[config.mk]
export PLATFORM = sky130hd
export DESIGN_NAME = mem_arbiter
export DESIGN_NICKNAME = d
export VERILOG_FILES = /design/src/rtl/mem_arbiter.sv
export SDC_FILE = /design/constraint.sdc
export NUM_CORES = 1
export LEC_CHECK = 0
export BUFFER_PORTS_ARGS = -buffer_cell sky130_fd_sc_hd__buf_2
export CORE_ASPECT_RATIO = 1.25
export CORE_MARGIN = 8
export CORE_UTILIZATION = 25
export DETAILED_ROUTE_END_ITERATION = 10
export PLACE_DENSITY_LB_ADDON = 0.3
export SLEW_MARGIN = 40
export SYNTH_ARGS = -nofsm -noshare
export SYNTH_HDL_FRONTEND = slang
export SYNTH_SLANG_ARGS = --single-unit
[constraint.sdc]
create_clock -name clk -period 5.1 [get_ports clk]
set_input_delay 0.255 -clock clk [delete_from_list [all_inputs] [get_ports clk]]
set_output_delay 0.255 -clock clk [all_outputs]
set_load 0.02 [all_outputs]
[src/rtl/mem_arbiter.sv]
// mem_arbiter: shares one main-memory port between the I-cache miss path and
// the D-cache miss/writeback path. One transaction at a time is carried
// through IDLE -> ISSUE (stall-retry) -> WAIT (fixed latency) -> DONE.
// D has priority over I. After STARVE_MAX consecutive D grants that left I
// waiting, I is granted next. Grant and stall statistics saturate.
module mem_arbiter #(
  parameter int MEM_LAT    = 4,
  parameter int STARVE_MAX = 3,
  parameter int CNT_W      = 16
) (
  input  logic             clk,
  input  logic             rst,
  input  logic             req_i,
  input  logic [15:0]      addr_i,
  output logic             done_i,
  output logic [15:0]      data_out_i,
  input  logic             req_d,
  input  logic             wr_d,
  input  logic [15:0]      addr_d,
  input  logic [15:0]      data_in_d,
  output logic             done_d,
  output logic [15:0]      data_out_d,
  output logic             mem_rd,
  output logic             mem_wr,
  output logic [15:0]      mem_addr,
  output logic [15:0]      mem_data_in,
  input  logic [15:0]      mem_data_out,
  input  logic             mem_stall,
  output logic             busy,
  output logic [CNT_W-1:0] grant_cnt_i,
  output logic [CNT_W-1:0] grant_cnt_d,
  output logic [CNT_W-1:0] stall_cnt
);

  localparam int LAT_W = $clog2(MEM_LAT + 1);
  localparam int STV_W = $clog2(STARVE_MAX + 1);
  localparam logic [LAT_W-1:0] LAT_LOAD = LAT_W'(MEM_LAT);
  localparam logic [STV_W-1:0] STV_LIM  = STV_W'(STARVE_MAX);

  typedef enum logic [1:0] {S_IDLE, S_ISSUE, S_WAIT, S_DONE} state_t;

  state_t           r_state;
  state_t           w_next;
  logic             r_owner_d;     // 1: transaction belongs to D, 0: to I
  logic             r_wr;
  logic [15:0]      r_addr;
  logic [15:0]      r_wdata;
  logic [LAT_W-1:0] r_wait_cnt;
  logic [STV_W-1:0] r_starve_cnt;
  logic [15:0]      r_data_out_i;
  logic [15:0]      r_data_out_d;
  logic [CNT_W-1:0] r_grant_cnt_i;
  logic [CNT_W-1:0] r_grant_cnt_d;
  logic [CNT_W-1:0] r_stall_cnt;

  logic w_grant_d;
  logic w_grant_i;
  logic w_last_wait;

  function automatic logic [CNT_W-1:0] sat_inc(input logic [CNT_W-1:0] v);
    return (v == '1) ? v : v + CNT_W'(1);
  endfunction

  // Arbitration: D wins unless a waiting I has been passed over STARVE_MAX times.
  always_comb begin
    w_grant_d   = req_d && !(req_i && (r_starve_cnt == STV_LIM));
    w_grant_i   = req_i && !w_grant_d;
    w_last_wait = (r_wait_cnt == LAT_W'(1));
  end

  // State register.
  // NOTE: state is updated with non-blocking assignments so every flop samples
  // pre-edge values; blocking here would create order-dependent simulation.
  always_ff @(posedge clk) begin
    if (rst) r_state <= S_IDLE;
    else     r_state <= w_next;
  end

  // Next-state logic.
  // NOTE: w_next gets a default before the case so no path leaves it unassigned,
  // which would otherwise infer a latch.
  always_comb begin
    w_next = r_state;
    case (r_state)
      S_IDLE:  if (w_grant_d || w_grant_i) w_next = S_ISSUE;
      S_ISSUE: if (!mem_stall)             w_next = S_WAIT;
      S_WAIT:  if (w_last_wait)            w_next = S_DONE;
      S_DONE:                              w_next = S_IDLE;
      default:                             w_next = S_IDLE;
    endcase
  end

  // Transaction capture, wait countdown, read-data return and statistics.
  always_ff @(posedge clk) begin
    if (rst) begin
      r_owner_d     <= 1'b0;
      r_wr          <= 1'b0;
      r_addr        <= '0;
      r_wdata       <= '0;
      r_wait_cnt    <= '0;
      r_starve_cnt  <= '0;
      r_data_out_i  <= '0;
      r_data_out_d  <= '0;
      r_grant_cnt_i <= '0;
      r_grant_cnt_d <= '0;
      r_stall_cnt   <= '0;
    end else begin
      case (r_state)
        S_IDLE: begin
          if (w_grant_d || w_grant_i) begin
            r_owner_d <= w_grant_d;
            r_addr    <= w_grant_d ? addr_d : addr_i;
            r_wr      <= w_grant_d && wr_d;
            r_wdata   <= w_grant_d ? data_in_d : '0;
          end
          if (w_grant_d) begin
            r_grant_cnt_d <= sat_inc(r_grant_cnt_d);
            if (!req_i)                       r_starve_cnt <= '0;
            else if (r_starve_cnt != STV_LIM) r_starve_cnt <= r_starve_cnt + STV_W'(1);
          end else if (w_grant_i) begin
            r_grant_cnt_i <= sat_inc(r_grant_cnt_i);
            r_starve_cnt  <= '0;
          end
        end
        S_ISSUE: begin
          if (mem_stall) r_stall_cnt <= sat_inc(r_stall_cnt);
          else           r_wait_cnt  <= LAT_LOAD;
        end
        S_WAIT: begin
          r_wait_cnt <= r_wait_cnt - LAT_W'(1);
          // Memory data is valid only in the final WAIT cycle; writes return nothing.
          if (w_last_wait && !r_wr) begin
            if (r_owner_d) r_data_out_d <= mem_data_out;
            else           r_data_out_i <= mem_data_out;
          end
        end
        default: ;
      endcase
    end
  end

  // Memory strobes and requester handshakes decode from the registered state only.
  always_comb begin
    mem_rd      = (r_state == S_ISSUE) && !r_wr;
    mem_wr      = (r_state == S_ISSUE) &&  r_wr;
    mem_addr    = (r_state == S_ISSUE) ? r_addr : '0;
    mem_data_in = ((r_state == S_ISSUE) && r_wr) ? r_wdata : '0;
    done_i      = (r_state == S_DONE) && !r_owner_d;
    done_d      = (r_state == S_DONE) &&  r_owner_d;
    busy        = (r_state != S_IDLE);
  end

  assign data_out_i  = r_data_out_i;
  assign data_out_d  = r_data_out_d;
  assign grant_cnt_i = r_grant_cnt_i;
  assign grant_cnt_d = r_grant_cnt_d;
  assign stall_cnt   = r_stall_cnt;

endmodule

# ---- Word-level counts from Yosys, hierarchy flattened
# Index checks and enable logic that the tools add are counted.
dict set report op_classes {
  add_sub_neg 5
  eq_ne 13
  n_mux 14
  n_bitwise 5
  reduce_logical 27
}
# op n
set ops {}
lappend ops {{2-to-1 mux 16 bit} 4}
lappend ops {{adder 16 x 1 -> 16 bit (second input constant)} 3}
lappend ops {{== test 16 bit (second input constant)} 3}
lappend ops {{AND reduction 3 bit} 6}
lappend ops {{2-to-1 mux 2 bit} 7}
lappend ops {{logical AND 1 bit} 9}
lappend ops {{!= test 2 bit (second input constant)} 4}
lappend ops {{one-hot mux 2 bit (4 select lines)} 1}
lappend ops {{== test 2 bit (second input constant)} 3}
lappend ops {{one-hot mux 3 bit (2 select lines)} 1}
lappend ops {{nonzero test 2 bit} 3}
lappend ops {{NOT 1 bit} 5}
lappend ops {{zero test 1 bit} 4}
lappend ops {{AND reduction 2 bit} 2}
lappend ops {{AND reduction 4 bit} 1}
lappend ops {{== test 3 x 1 -> 1 bit (second input constant)} 1}
lappend ops {{2-to-1 mux 3 bit} 1}
lappend ops {{!= test 3 x 2 -> 1 bit (second input constant)} 1}
lappend ops {{subtractor 3 x 1 -> 3 bit (second input constant)} 1}
lappend ops {{adder 2 x 1 -> 2 bit (second input constant)} 1}
lappend ops {{== test 2 x 1 -> 1 bit (second input constant)} 1}
lappend ops {{zero test 2 bit} 1}
lappend ops {{logical OR 1 bit} 1}
dict set report word_totals {
  ff_bits 121
  inputBits 70
  out_inout_bits 117
  word_cells 76
}

# ---- Logic depth before layout (Yosys ltp)
# Gate-level depths: netlist of the first run.
dict set report logic_depth {
  depth_word 9
  ltp_mapped 9
  ltp_nobuf 7
}

# ---- Worst setup path before layout of the first run
# Ideal clock, no wire load.
dict set report synth_path {
  kind {register -> register}
  start {register r_state[0]}
  end {register r_grant_cnt_i[13], in the netlist grant_cnt_i[13]}
  arrival_ns 1.810
  required_ns 4.984
  slack_ns 3.173
  stages_incl_launch_ff 9
  synth_period_minus_slack_ns 1.927
  path_cell_list {dfxtp_1 inv_1 ha_1 buf_4 nand2_2 or3_4 nor4_2 a311oi_1 a41o_1}
}
dict set report synth_between {
  elab_chain_cells 2
}
# element line_no
set synth_rtl {}
lappend synth_rtl {{from (decl)} 42} ;# state_t r_state;
lappend synth_rtl {{from (signal assigned)} 76} ;# else r_state <= w_next;
lappend synth_rtl {{zero test 2 bit} 108} ;# case (r_state)
lappend synth_rtl {{AND reduction 4 bit (no source line)} n/a}
lappend synth_rtl {{to (signal assigned)} 121} ;# r_grant_cnt_i <= sat_inc(r_grant_cnt_i);
lappend synth_rtl {{to (decl)} 52} ;# logic [CNT_W-1:0] r_grant_cnt_i;
# No other way between the ends.
# A chain may end at the register's enable or synchronous reset.

# ---- Final worst setup path of the first run
# Ends and elaborated chain as after synthesis.

==> flow_metrics.tcl, run 1 <==
set metrics [dict create \
    crit_type "flip-flop to flip-flop" \
    multiInputGateArea_sq_um 2880 \
    tightestPinTransition_ns 0.669 \
    rows 61 \
    postCtsSetupBuffers 0 \
    fillers 2336 \
    slowest_delay_ns 0.45 \
    cp_cell_sequence "inv_1 -> ha_1 -> nand2_2 -> or3_4 -> nor4_2 -> a311oi_1 -> a41o_1" \
    ctsHoldBuffers 0 \
    synth_ff_type "dfxtp_1" \
    worst_path_max_delay_cell "or3_4" \
    crit_family "simple AND/OR/NAND/NOR gates" \
    cp_max_fo 10 \
    holdPathStages 3 \
    period_needed_ns 2.31 \
    cts_sinks 121 \
    fin_crit_sh_pct 45.3 \
    fin_ws_ns 2.79 \
    antenna_found_initial 0 \
    syn2layout_area_growth_pct 32.0 \
    hold_viol 0 \
    synth_top_area_share_pct 43.8 \
    startpoint_type "flip-flop" \
    crit_buf_inv 1 \
    ant_nets 0 \
    cp.arrival_ns 2.61 \
    synth_area_per_cell_sq_um 9.08 \
    synth_nets 689 \
    nets 863 \
    drt_iter0_markers 207 \
    grt_max_degree 79 \
    cts_resized 0 \
    fin_area_sq_um 7300 \
    fin_worst_skew_ns 0.00619 \
    power.density_nw_per_um2 411 \
    async_reset_ff_share_pct 0 \
    drive_gt1_share_pct 30.4 \
    yosysTopAreaCell "dfxtp_1" \
    synthTopCellsByArea "dfxtp_1 44%, mux2i_1 9.4%, nor2_1 7.9%" \
    pre_cts_ws_ns 2.80 \
    syn_area_sq_um 5530 \
    drcViolationCount 0 \
    tritoncts "built" \
    clockBufferDepth 2 \
    track_usage_pct 11.8 \
    synthDistinctLibCells 60 \
    path_clk_slew_ns 0.06 \
    fin_setup_tns_ns 0 \
    routed_via_density 4.55 \
    fmax_mhz 433 \
    post_drt_wl_per_cell_um 14.8 \
    core-area_sq_um 22000 \
    cp-end-kind "flip-flop" \
    cts_buffers 17 \
    rsz0062_at_grt "no" \
    dpl_cell_area_sq_um 6700 \
    syn_inst 609 \
    grt-ovfl-total 0 \
    regArea_sq_um 2420 \
    hp-class "primary input to flip-flop" \
    crit_required_ns 5.40 \
    status "finished clean" \
    slew_headroom_pct 55.3 \
    initial_core_util_pct 25.1 \
    ys_seq_elements 121 \
    max_cap_violations 0 \
    irDropWorstVdd_mv 0.235 \
    grt_pass1_wl_um 25900 \
    gp_congestion 0.739 \
    synth_edf_count 0 \
    utilization_pct 33.2 \
    setup_violations 0 \
    dp_hpwl_um 11600 \
    h-tree-depth 4 \
    ctsRootBufferMaster "clkbuf_16" \
    ys_warn_count 0 \
    slew_viol_final 0 \
    p_leak_nw 3.30 \
    dieArea_sq_um 27200 \
    vias 4905 \
    totalWireLength_um 15900 \
    dr.pass1.iters 5 \
    die_h_um 182 \
    r2r_cells 7 \
    die_w_um 149 \
    hold_ws_ns 0.0912 \
    insertion_delay_ns 0.41 \
    diodes 0 \
    grt_pass1_vias 4861 \
    path_depth 7 \
    io_pins 187 \
    ys_seq_area_share_pct 43.8 \
    port_buffers 186 \
]
[Yosys cell counts, types with 17 or more instances]
| master | instances |
|---|---|
| and2_1 | 19 |
| a211oi_1 | 24 |
| mux2i_1 | 52 |
| nor3_1 | 17 |
| and3_1 | 25 |
| nand2_1 | 20 |
| nor2_1 | 116 |
| dfxtp_1 | 121 |
| xnor2_1 | 28 |
| clkbuf_1 | 27 |
| a22oi_1 | 17 |
| nand3_1 | 19 |
[cells by family after synthesis]
group,Yosys count,synth area share [%]
muxes,52,9.42
adders and majority gates,10,2.26
xor gates and xnor gates,31,4.91
buffers and inverters,52,4.12
AOI/OAI and AO/OA,80,11.2
and+or+nand+nor,263,24.3
DFF,121,43.8
[power breakdown]
| part | switching (mW) | internal [mW] |
|---|---|---|
| Sequential | 0.0727 | 1.05 |
| Clock | 0.463 | 0.749 |
| Combinational | 0.421 | 0.240 |
| Total | 0.957 | 2.04 |
[cell type report]
cell class | instances | area share (%)
multi-input combinational | 436 | 39.5
clock buffer | 19 | 6.21
timing repair buffer | 192 | 13.5
clock inverter | 13 | 1.97
tap | 283 | 4.85
sequential | 121 | 33.2
inverter | 15 | 0.772
[flip-flops by register name, summed over array words and instances (netlist names)]
| signal | count |
|---|---|
| data_out_d | 16 |
| data_out_i | 16 |
| grant_cnt_d | 16 |
| grant_cnt_i | 16 |
| r_addr | 16 |
| r_wdata | 16 |
| stall_cnt | 16 |
| r_wait_cnt | 3 |
| r_starve_cnt | 2 |
| r_state | 2 |
| r_owner_d | 1 |
| r_wr | 1 |
[layer usage]
| metal | vias to the layer above | GRT usage, % | share of wire (%) |
|---|---|---|---|
| met5 | - | 0 | 0 |
| met4 | 0 | 4.45 | 1.6 |
| met3 | 13 | 3.34 | 5.8 |
| met2 | 134 | 20.0 | 50 |
| met1 | 2257 | 13.7 | 43 |
| li1 | 2501 | - | - |
[cell usage in the layout, fill, tap and decap left out, types with 15 or more instances in the layout]
master     netlist  final
and3_1          25     25
nor3_1          17     17
nand2_1         20     20
nor2_1         116    115
inv_1           15     15
a211oi_1        24     24
and2_1          19     19
a22oi_1         17     17
dfxtp_1        121    121
buf_2            4    185
mux2i_1         52     52
nand3_1         19     19
clkbuf_16        0     17
xnor2_1         28     28
[through the flow]
step	total power, mW	std cells
2_1_floorplan	1.60	609
3_3_place_gp	1.81	1047
3_5_place_dp	1.82	1047
4_1_cts	3.05	1079
5_1_grt	3.19	1079
6_report	3.00	1079
[worst paths after layout]
kind / start / to / slack, ns
setup / recovery: r_state[0] / grant_cnt_i[13] / 2.79
hold / removal: mem_data_out[10] / data_out_d[10] / 0.09
setup reg to reg: r_state[0] / grant_cnt_i[13] / 2.79
hold reg to reg: r_starve_cnt[0] / r_starve_cnt[0] / 0.47
[tightest hold or removal path: stages]
cell	delay, ns
buf_2	0.09
mux2i_1	0.05
nor2_1	0.07
(Power assumes the default switching activity.)
==> run 2: changes to the inputs <==
ABC_AREA = 1   (was default)
clock period = 2.4 ns   (was 5.1 ns; I/O delays follow)
==> run 2 against run 1 <==
Net effect:
- die area grew 7.7%
- utilization up 2.6 points
- maximum frequency increased by 9.1%
- sequential power increased by 110%
- global-route usage up 1.7 points
==> flow_metrics.tcl, run 2 <==
set metrics [dict create \
    status "finished clean" \
    max_cap_violations 0 \
    crit_buf_inv 4 \
    setup_violations 0 \
    slowest_delay_ns 0.57 \
    drive_gt1_share_pct 21.5 \
    die_w_um 155 \
    syn_area_sq_um 6000 \
    worst_path_max_delay_cell "dlygate4sd3_1" \
    cp_max_fo 33 \
    synthTopCellsByArea "dfxtp_1 40%, nand2_1 18%, a21oi_1 7.8%" \
    port_buffers 186 \
    final_cell_mix "290 x nand2_1, 186 x buf_2, 121 x dfxtp_1" \
    synthMostInstantiatedCell "nand2_1" \
    drt-met1-wl_um 8420 \
    rsz0062_at_grt "no" \
    holdPathStages 3 \
    crit_family "buffers and inverters" \
    io_pins 187 \
    ctsHoldBuffers 63 \
    irDropWorstVdd_mv 0.477 \
    fmax_mhz 472 \
    power.density_nw_per_um2 813 \
    h-tree-depth 4 \
    grt_max_degree 86 \
    cts_resized 0 \
    fillers 2509 \
    dp_hpwl_um 14100 \
    cp.arrival_ns 2.47 \
    syn2layout_area_growth_pct 40.9 \
    cp-end-kind "flip-flop" \
    clockBufferDepth 2 \
    vias 6528 \
    crit_required_ns 2.76 \
    r2r_start "r_state[0]" \
    core-area_sq_um 23600 \
    slew_viol_final 0 \
    startpoint_type "flip-flop" \
    p_leak_nw 3.80 \
    grt_pass1_vias 6532 \
    ctsRootBufferMaster "clkbuf_16" \
    fin_ws_ns 0.283 \
    dieArea_sq_um 29200 \
    path_depth 8 \
    timing.rr.end "r_addr[1]" \
    r2r_cells 8 \
    pre_cts_ws_ns 0.488 \
    hp-start "addr_i[10]" \
    synthDistinctLibCells 34 \
    ys_seq_elements 121 \
    postCtsSetupBuffers 0 \
    crit_type "flip-flop to flip-flop" \
    hp-class "primary input to flip-flop" \
    antenna_found_initial 1 \
    routed.top_layer "met5" \
    syn_inst 903 \
    grt-ovfl-total 0 \
    totalWireLength_um 19800 \
    tightestPinTransition_ns 0.802 \
    cpMostUsedCell "inv_1" \
    ys_warn_count 0 \
    final_common_cell "nand2_1" \
    synth_edf_count 0 \
    insertion_delay_ns 0.41 \
    reg2reg_slack_ns 0.28 \
    fin_worst_skew_ns 0.0104 \
    initial_core_util_pct 25.4 \
    track_usage_pct 13.5 \
    post_drt_wl_per_cell_um 13.7 \
    gp_congestion 0.784 \
    rows 63 \
    drt_iter0_markers 233 \
    path_clk_slew_ns 0.06 \
    fin_cells 1448 \
    yosys-top-cells-count "290 x nand2_1, 121 x dfxtp_1, 94 x a21oi_1, 94 x nor2_1, 88 x inv_1" \
    synth_ff_type "dfxtp_1" \
    nets 1223 \
    cts_buffers 17 \
    routed_via_density 4.51 \
    whs_endpoint "r_addr[10]" \
    cp_cell_sequence "inv_1 -> ha_1 -> inv_1 -> a21oi_4 -> buf_4 -> o21ai_0 -> a31oi_1 -> dlygate4sd3_1" \
    ant_nets 0 \
    fin_crit_sh_pct 88.2 \
    slew_headroom_pct 46.3 \
    yosysTopAreaCell "dfxtp_1" \
    placedCellCount 1353 \
    tritoncts "built" \
    fin_setup_tns_ns 0 \
    synth_nets 983 \
    synth_top_area_share_pct 40.4 \
    period_needed_ns 2.12 \
    async_reset_ff_share_pct 0 \
    die_h_um 189 \
    synth_area_per_cell_sq_um 6.65 \
    grt_pass1_wl_um 32300 \
    ys_seq_area_share_pct 40.4 \
    hold_viol 0 \
    wl_met2_um 10000 \
    drcViolationCount 0 \
    cts_sinks 121 \
    dr.pass1.iters 4 \
    diodes 0 \
    dr_wl_met3_um 877 \
]
run 2: cell families after synthesis:
group,after synthesis,share of synthesized area (%)
AO/OA/AOI/OAI,141,12.5
XOR/XNOR,14,2.04
adder cells (fa/ha/maj),10,2.09
buffers and inverters,131,8.86
flip-flops,121,40.4
AND/OR/NAND/NOR,486,34.2
run 2: cell type report:
type	instances	area (sq um)	area share (%)
Inverter	93	352	4.16
Tap cell	292	365	4.32
Sequential cell	121	2420	28.7
Timing Repair Buffer	259	1640	19.4
Clock inverter	15	203	2.40
Multi-Input combinational cell	651	3050	36.0
Clock buffer	17	425	5.03
run 2: metrics by stage:
stage	util [%]	cell area, sq um	hold WS, ns	power (mW)
after CTS	35.8	8450	0.000593	6.99
final	35.8	8450	0.0223	6.88
after global routing	35.8	8450	0.0194	7.29
after global placement	30.4	7190	0.374	3.98
after detailed placement	30.4	7200	0.382	4.00
after floorplan	-	6000	0.267	3.48
run 2: power by group:
part           switching [mW]  leakage [nW]  total, mW  internal (mW)
clock                    1.08         0.310       2.76           1.68
combinational            1.10          2.51       1.71          0.613
sequential              0.168         0.983       2.40           2.24
total                    2.34          3.80       6.88           4.53
run 2: worst reg2reg max path, stage by stage, from the launching register on:
cell           delay (ns)
dfxtp_1              0.33
inv_1                0.11
ha_1                 0.18
inv_1                0.11
a21oi_4              0.14
buf_4                0.31
o21ai_0              0.14
a31oi_1              0.18
dlygate4sd3_1        0.57
run 2: per-layer routing:
| metal | vias to the layer above | global-route usage, % |
|---|---|---|
| li1 | 3370 | - |
| met1 | 2961 | 14.9 |
| met2 | 160 | 24.3 |
| met3 | 35 | 3.58 |
| met4 | 2 | 5.36 |
| met5 | - | 0 |
run 2: worst max path at each step:
| stage | start | to | slack (ns) |
|---|---|---|---|
| 2_1_floorplan | stall_cnt[0] | stall_cnt[11] | 0.69 |
| 3_3_place_gp | r_starve_cnt[0] | grant_cnt_d[7] | 0.46 |
| 3_5_place_dp | r_state[0] | r_owner_d | 0.49 |
| 4_1_cts | r_state[1] | mem_data_in[0] | 0.23 |
| 5_1_grt | r_state[0] | r_addr[11] | 0.06 |
| 6_report | r_state[0] | r_addr[1] | 0.28 |
